===== src/rtl/cpu_timing_pkg.sv =====
// Shared beat encoding and default sizing for the W-phase timing generator.
package cpu_timing_pkg;

  localparam logic [1:0] BEAT_W1 = 2'd0;
  localparam logic [1:0] BEAT_W2 = 2'd1;
  localparam logic [1:0] BEAT_W3 = 2'd2;

  localparam int unsigned SYNC_STAGES_DEF = 2;
  localparam int unsigned CNT_WIDTH_DEF   = 16;

  typedef enum logic [1:0] {
    ST_W1 = BEAT_W1,
    ST_W2 = BEAT_W2,
    ST_W3 = BEAT_W3
  } beat_t;

endpackage


===== src/rtl/qd_sync_edge.sv =====
// Synchronizes the asynchronous QD pushbutton and emits a one-cycle pulse
// on each rising edge of the synchronized level.
module qd_sync_edge
  import cpu_timing_pkg::*;
#(
  parameter int unsigned SYNC_STAGES = SYNC_STAGES_DEF
) (
  input  logic t3,
  input  logic clr,
  input  logic qd,
  output logic pulse
);

  logic [SYNC_STAGES-1:0] sync;
  logic                   prev;

  always_ff @(posedge t3 or negedge clr) begin
    if (!clr) begin
      sync <= '0;
      prev <= 1'b0;
    end else begin
      sync <= {sync[SYNC_STAGES-2:0], qd};
      prev <= sync[SYNC_STAGES-1];
    end
  end

  assign pulse = sync[SYNC_STAGES-1] & ~prev;

endmodule


===== src/rtl/timing_gen.sv =====
// Beat timing generator: W1/W2/W3 sequencing, run/halt control with
// single-step, and a count of completed instruction cycles.
module timing_gen
  import cpu_timing_pkg::*;
#(
  parameter int unsigned SYNC_STAGES = SYNC_STAGES_DEF,
  parameter int unsigned CNT_WIDTH   = CNT_WIDTH_DEF
) (
  input  logic                 t3,
  input  logic                 clr,
  input  logic                 qd,
  input  logic                 step_mode,
  input  logic                 short,
  input  logic                 long,
  input  logic                 stop,
  output logic                 w1,
  output logic                 w2,
  output logic                 w3,
  output logic                 running,
  output logic [CNT_WIDTH-1:0] instr_cnt
);

  beat_t                beat, beat_n;
  logic                 run_n;
  logic [CNT_WIDTH-1:0] cnt_n;
  logic                 start;
  logic                 cyc_end;

  qd_sync_edge #(.SYNC_STAGES(SYNC_STAGES)) u_qd (
    .t3    (t3),
    .clr   (clr),
    .qd    (qd),
    .pulse (start)
  );

  always_ff @(posedge t3 or negedge clr) begin
    if (!clr) begin
      beat      <= ST_W1;
      running   <= 1'b0;
      instr_cnt <= '0;
    end else begin
      beat      <= beat_n;
      running   <= run_n;
      instr_cnt <= cnt_n;
    end
  end

  // stop takes priority over both beat advance and cycle-end accounting
  always_comb begin
    beat_n  = beat;
    run_n   = running;
    cnt_n   = instr_cnt;
    cyc_end = 1'b0;
    if (running) begin
      if (stop) begin
        run_n = 1'b0;
      end else begin
        unique case (beat)
          ST_W1: begin
            if (short) cyc_end = 1'b1;
            else       beat_n  = ST_W2;
          end
          ST_W2: begin
            if (long) beat_n  = ST_W3;
            else      cyc_end = 1'b1;
          end
          ST_W3:   cyc_end = 1'b1;
          default: cyc_end = 1'b1;
        endcase
        if (cyc_end) begin
          beat_n = ST_W1;
          cnt_n  = instr_cnt + CNT_WIDTH'(1);
          if (step_mode) run_n = 1'b0;
        end
      end
    end else if (start) begin
      run_n = 1'b1;
    end
  end

  assign w1 = (beat == ST_W1);
  assign w2 = (beat == ST_W2);
  assign w3 = (beat == ST_W3);

endmodule


===== config.mk =====
export PLATFORM = sky130hd
export DESIGN_NAME = timing_gen
export DESIGN_NICKNAME = d
export VERILOG_FILES = /design/src/rtl/cpu_timing_pkg.sv /design/src/rtl/qd_sync_edge.sv /design/src/rtl/timing_gen.sv
export SDC_FILE = /design/constraint.sdc
export NUM_CORES = 1
export LEC_CHECK = 0
export ABC_CLOCK_PERIOD_IN_PS = 3400
export CORE_MARGIN = 4
export CORE_UTILIZATION = 40
export CTS_CLUSTER_SIZE = 12
export DETAILED_ROUTE_END_ITERATION = 6
export PLACE_DENSITY_LB_ADDON = 0.1
export SKIP_CTS_REPAIR_TIMING = 1
export SLEW_MARGIN = 20
export SYNTH_ARGS = -nofsm -noshare
export SYNTH_HDL_FRONTEND = slang
export SYNTH_SLANG_ARGS = --single-unit

===== constraint.sdc =====
create_clock -name t3 -period 3.4 [get_ports t3]
set_clock_uncertainty 0.15 [all_clocks]
set_input_delay 0.68 -clock t3 [delete_from_list [all_inputs] [get_ports t3]]
set_output_delay 0.68 -clock t3 [all_outputs]
set_load 0.02 [all_outputs]

==> metrics, run 1 <==
outcome completed; first-pass GRT wire length 3415 um; Min-Delay Path Class primary input to async pin; vias in the first global route 735; fin crit share 71.57%; Ports 27; Total Wirelength 1931 um; insertion delay to the later sink of the worst-skew pair 290 ps; setup tns final 0 ps; # setup viols final 0; Netlist cell types 25; slowest stage cell, crit path o31ai_4; area of the multi-input gates 437.9 um^2; Worst setup EP type flip-flop; drt pass-1 iters 4; Reg2Reg Launch Point beat[0]; critical path cell sequence clkdlybuf4s50_1 -> and2b_2 -> o31ai_4 -> buf_4 -> nor4_4 -> xor2_1; Initial Util 43.77%; slowest stage delay, CP 640 ps; post-synthesis sequential area ratio 54.25%; # DRC 0; max-slew violation count 0; Core ar. 0.002318 mm^2; Post-Syn Area 0.001015 mm^2; Max FO, Critical Path 16; post-route minimum period 2433 ps; Reg area 550.5 um^2; Inserted Clock Buffers 3; DPL Wire Length 1390 um; Remaining Overflow, GRT 0; PwrDens 521.5 mW/mm^2; fillcell total 213; port bufs 26; Total Power 0.6904 mW; fraction of registers with async set/reset 100.0%; EDFF count, synth 0; mean post-synth cell area 11.94 um^2; DR iter-0 viols 4; Die H 58.37 um; H-tree Lvls 1; slew margin rel. 51.43%; Root Buffer Master clkbuf_4; GP Congestion 0.7382; drt wl/cell 13.60 um; most frequent cells in the layout clkdlybuf4s50_1, dfrtp_1, xor2_1; DIE WIDTH 58.37 um; CP arrival 2470 ps; CP Class primary input to flip-flop; CTS Sinks 22; vias 726; Synth Instances 85; # diodes 0; Max-Cap Viols 0; RSZ-0062 raised after global routing no; startpoint types primary input; clock buffer depth 2; Layout Nets 124; largest net degree at the start of global routing 23; full die area 0.003406 mm^2; maximum VDD drop 444.4 uV; DR vias/cell 5.113; Post-Syn Nets 93; Fin. Hold Viols 0; CP startpoint long; Leakage 0.6013 nW; number of synthesis warnings 0; initial antenna violation count 0; Final ANT Viol Nets 0; synthesized flop and latch total 22; Least-Margin Pin Slew 728.6 ps; row count 17; area grow syn2layout 30.46%; fmax 411.0 MHz; most common cell after layout, fill and taps aside clkdlybuf4s50_1; CTS tree done; Top Family by Delay on Critical Path buffers and inverters; CTS clk-pin slew, worst paths 110 ps; Buf+Inv Stages, Crit Path 2; worst path required time 3430 ps; share of layout cells above drive strength 1 8.772%; most common flop cell mapped by yosys dfrtp_1; total track usage 13.23%
cell type report:
class | instances | share of cell area (%)
clock buffers | 3 | 1.701
flip-flops and latches | 22 | 41.59
repair buffers | 27 | 19.85
inverters | 4 | 1.134
well taps | 28 | 2.647
multi-input cells | 58 | 33.08
synthesized netlist by cell type (all sizes together), types with 2 or more instances:
master  number  area (um^2)
dfrtp       22        550.5
xor2        12        105.1
nor4         8        80.08
nand2        5        18.77
nand3        5        25.02
inv          4        15.01
nor2         4        15.01
nand4        3        18.77
nor2b        3        18.77
nor3         3        15.01
xnor2        3        26.28
and2b        2        16.27
power breakdown:
| part | total [mW] | internal (mW) | switching [mW] |
|---|---|---|---|
| logic | 0.228 | 0.116 | 0.113 |
| registers | 0.352 | 0.297 | 0.0543 |
| clock network | 0.111 | 0.0412 | 0.0693 |
| total | 0.690 | 0.454 | 0.236 |
final timing paths:
kind | to | slack, ps | depth (start not counted)
min in group t3 | u_qd.sync[1] | 210 | 0
max | instr_cnt[7] | 970 | 6
min reg2reg | u_qd.sync[1] | 210 | 0
max reg2reg | instr_cnt[7] | 1360 | 5
max in group asynchronous | instr_cnt[2] | 2600 | 1
min | instr_cnt[15] | 180 | 1
registers in the layout, summed over array words and instances, names as in the netlist:
register	flops
u_qd.sync	2
instr_cnt	16
beat	2
u_qd.prev	1
running	1
stage by stage:
stage / setup slack, ps / instance area (um^2) / instances / utilization [%] / hold slack [ps]
final: 966.6 / 1324 / 142 / 57.10 / 175.9
after CTS: 960.2 / 1329 / 142 / 57.31 / 214.6
after floorplan: 1387 / 1015 / 85 / - / 181.2
after global routing: 897.1 / 1324 / 142 / 57.10 / 195.3
after detailed placement: 649.2 / 1306 / 139 / 56.34 / 188.9
after global placement: 676.1 / 1306 / 139 / 56.34 / 185.3
kinds of logic (layout without fill, tap and decap cells):
logic type,count (synthesis),count (layout),synth area share [%]
buffers and inverters,5,34,2.589
and+or+nand+nor,36,36,22.81
adders and majority gates,1,1,1.233
DFF,22,22,54.25
xor gates and xnor gates,15,15,12.95
AOI/OAI and AO/OA,5,5,5.056
muxes,1,1,1.110
routing by layer:
| metal | global-route usage [%] | up-vias | part of all wire (%) |
|---|---|---|---|
| met5 | 0 | - | 0 |
| met4 | 6.954 | 0 | 2.1 |
| met3 | 2.412 | 4 | 5.6 |
| met2 | 19.62 | 23 | 45 |
| met1 | 18.37 | 340 | 47 |
| li1 | - | 359 | - |
(Power assumes the default switching activity.)
==> inputs of run 2 (changes only) <==
--- a/config.mk
+++ b/config.mk
@@ -5,7 +5,7 @@
 export SDC_FILE = /design/constraint.sdc
 export NUM_CORES = 1
 export LEC_CHECK = 0
-export ABC_CLOCK_PERIOD_IN_PS = 3400
+export ABC_CLOCK_PERIOD_IN_PS = 2200
 export CORE_MARGIN = 4
 export CORE_UTILIZATION = 40
 export CTS_CLUSTER_SIZE = 12
==> constraint.sdc (replaced) <==
create_clock -name t3 -period 2.2 [get_ports t3]
set_clock_uncertainty 0.15 [all_clocks]
set_input_delay 0.44 -clock t3 [delete_from_list [all_inputs] [get_ports t3]]
set_output_delay 0.44 -clock t3 [all_outputs]
set_load 0.02 [all_outputs]
==> run 2 against run 1 <==
  * Combinational power increased by 59%
  * Sequential share of layout area down 0.79 points
  * Largest power group unchanged
  * Clock power is 58% higher
  * Count of clock-buffer cells in the layout stayed put
  * Final area grew 2.2%
  * Critical endpoint is now w2
  * Critical path depth fell by 4
  * Worst setup slack got worse by 890 ps
  * Sequential power increased by 55%
==> metrics, run 2 (synthesis gave the netlist of run 1 again) <==
worst min-delay path startpoint u_qd.sync[0]; CTS Sinks 22; Reg2Reg Launch Point beat[0]; post-route minimum period 2127 ps; share of layout cells above drive strength 1 9.565%; Largest regs instr_cnt x16, beat x2, u_qd.sync x2; # diodes 0; Fin. Hold Viols 0; Levels on crit path 2; DPL Wire Length 1422 um; CTS clk-pin slew, worst paths 110 ps; initial antenna violation count 0; Initial Util 43.77%; GP Congestion 0.7407; row count 17; H-tree Lvls 1; total track usage 12.70%; Remaining Overflow, GRT 0; Ports 27; maximum VDD drop 851.2 uV; vias in the first global route 723; worst path required time 1610 ps; clock power share 16.2%; largest net degree at the start of global routing 23; FF-to-FF path depth 5; Layout Nets 125; startpoint types flip-flop; max reg flops 16; outcome completed; R2R Setup Slk 410 ps; Pint 0.7082 mW; drt wl/cell 13.42 um; final hold slack 216.3 ps; Seq pwr share 50.3%; Max-Cap Viols 0; DR iter-0 viols 13; slowest stage cell, crit path clkdlybuf4s50_1; Final ANT Viol Nets 0; first-pass GRT wire length 3291 um; Hold Path Cell Cnt 0; full die area 0.003406 mm^2; DIE WIDTH 58.37 um; DR vias/cell 5.210; R2R Path End instr_cnt[12]; Total Power 1.082 mW; insertion delay to the later sink of the worst-skew pair 300 ps; port bufs 26; largest reg by FF count instr_cnt; RSZ-0062 raised after global routing no; CTS tree done; Min-Delay Path Class flip-flop to flip-flop; critical path cell sequence nor2b_1 -> clkdlybuf4s50_1; slew margin rel. 72.49%; Inserted Clock Buffers 3; max-slew violation count 0; # DRC 0; Buf+Inv Stages, Crit Path 1; Total Wirelength 1919 um; Psw 0.3734 mW; clock buffer depth 2; drt pass-1 iters 5; Root Buffer Master clkbuf_4; fmax 470.1 MHz; Max FO, Critical Path 8; area grow syn2layout 33.29%; most common cell after layout, fill and taps aside clkdlybuf4s50_1; most frequent cells in the layout clkdlybuf4s50_1, dfrtp_1, xor2_1; CP Class flip-flop to primary output; combinational group share of total power 33.5%; slowest stage delay, CP 610 ps; vias 745; PwrDens 799.7 mW/mm^2; Core ar. 0.002318 mm^2; CP arrival 1540 ps; Worst setup EP type primary output; Net Sw Frac 34.52%; Leakage 0.6280 nW; fillcell total 212; # setup viols final 0; Top Family by Delay on Critical Path buffers and inverters; Die H 58.37 um; fin crit share 96.70%; Least-Margin Pin Slew 411.4 ps; Hold Path Sink u_qd.sync[1]
[run 2: changes by cell type in the layout (fill, tap and decap cells not counted)]
| cell | before | now |
|---|---|---|
| dfrtp_2 | 0 | 1 |
| dlymetal6s2s_1 | 0 | 1 |
| dfrtp_1 | 22 | 21 |
| buf_2 | 1 | 0 |
| buf_12 | 0 | 1 |
[run 2: worst max path at each step]
stage               slack (ps)     from            end
finish                      70  beat[0]             w2
global route                 6  beat[0]             w2
CTS                         10  beat[1]             w3
detailed placement         -60    short  instr_cnt[12]
global placement             7     long   instr_cnt[1]
floorplan                  430     long   instr_cnt[1]
[run 2: area by class of cell]
type	count	area [um^2]	area share [%]
Sequential cell	22	551.8	40.80
Multi-Input combinational cell	58	437.9	32.38
Timing Repair Buffer	28	290.3	21.46
Tap cell	28	35.03	2.590
Clock buffer	3	22.52	1.665
Inverter	4	15.01	1.110
[run 2: worst register-to-register path, delay by kind of cell, from the launching register on]
family          cells  cell delay, ps
xor+xnor            1             190
simple gates        2             660
flops               1             460
compound gates      1             100
buf+inv             1             170
[run 2: metrics by stage]
stage / worst slack, ps / instances / area, um^2 / setup TNS [ps] / util (%)
final: 72.63 / 143 / 1353 / 0 / 58.34
after global routing: 5.927 / 143 / 1353 / 0 / 58.34
after global placement: 6.767 / 140 / 1326 / 0 / 57.20
after floorplan: 426.6 / 85 / 1015 / 0 / -
after CTS: 13.22 / 143 / 1349 / 0 / 58.18
after detailed placement: -57.76 / 140 / 1326 / -136.2 / 57.20
[run 2: power by group through the flow]
stage	sequential, mW	combinational [mW]	clock (mW)
2_1_floorplan	0.584	0.146	0
3_3_place_gp	0.545	0.358	0
3_5_place_dp	0.549	0.366	0
4_1_cts	0.542	0.369	0.189
5_1_grt	0.559	0.389	0.205
6_report	0.544	0.362	0.175
[run 2: per-layer routing]
| layer | vias up | share of wire, % | global-route usage, % |
|---|---|---|---|
| met3 | 4 | 7.5 | 3.728 |
| li1 | 360 | - | - |
| met1 | 355 | 45 | 16.71 |
| met5 | - | 0 | 0 |
| met2 | 26 | 46 | 19.14 |
| met4 | 0 | 1.4 | 5.960 |
==> inputs of run 3 (changes only) <==
--- a/config.mk
+++ b/config.mk
@@ -8,7 +8,7 @@
 export ABC_CLOCK_PERIOD_IN_PS = 2200
 export CORE_MARGIN = 4
 export CORE_UTILIZATION = 40
-export CTS_CLUSTER_SIZE = 12
+export CTS_CLUSTER_SIZE = 20
 export DETAILED_ROUTE_END_ITERATION = 6
 export PLACE_DENSITY_LB_ADDON = 0.1
 export SKIP_CTS_REPAIR_TIMING = 1
==> results of run 3 <==
Same layout as run 2: the final DEF is identical, and so are final timing and power.
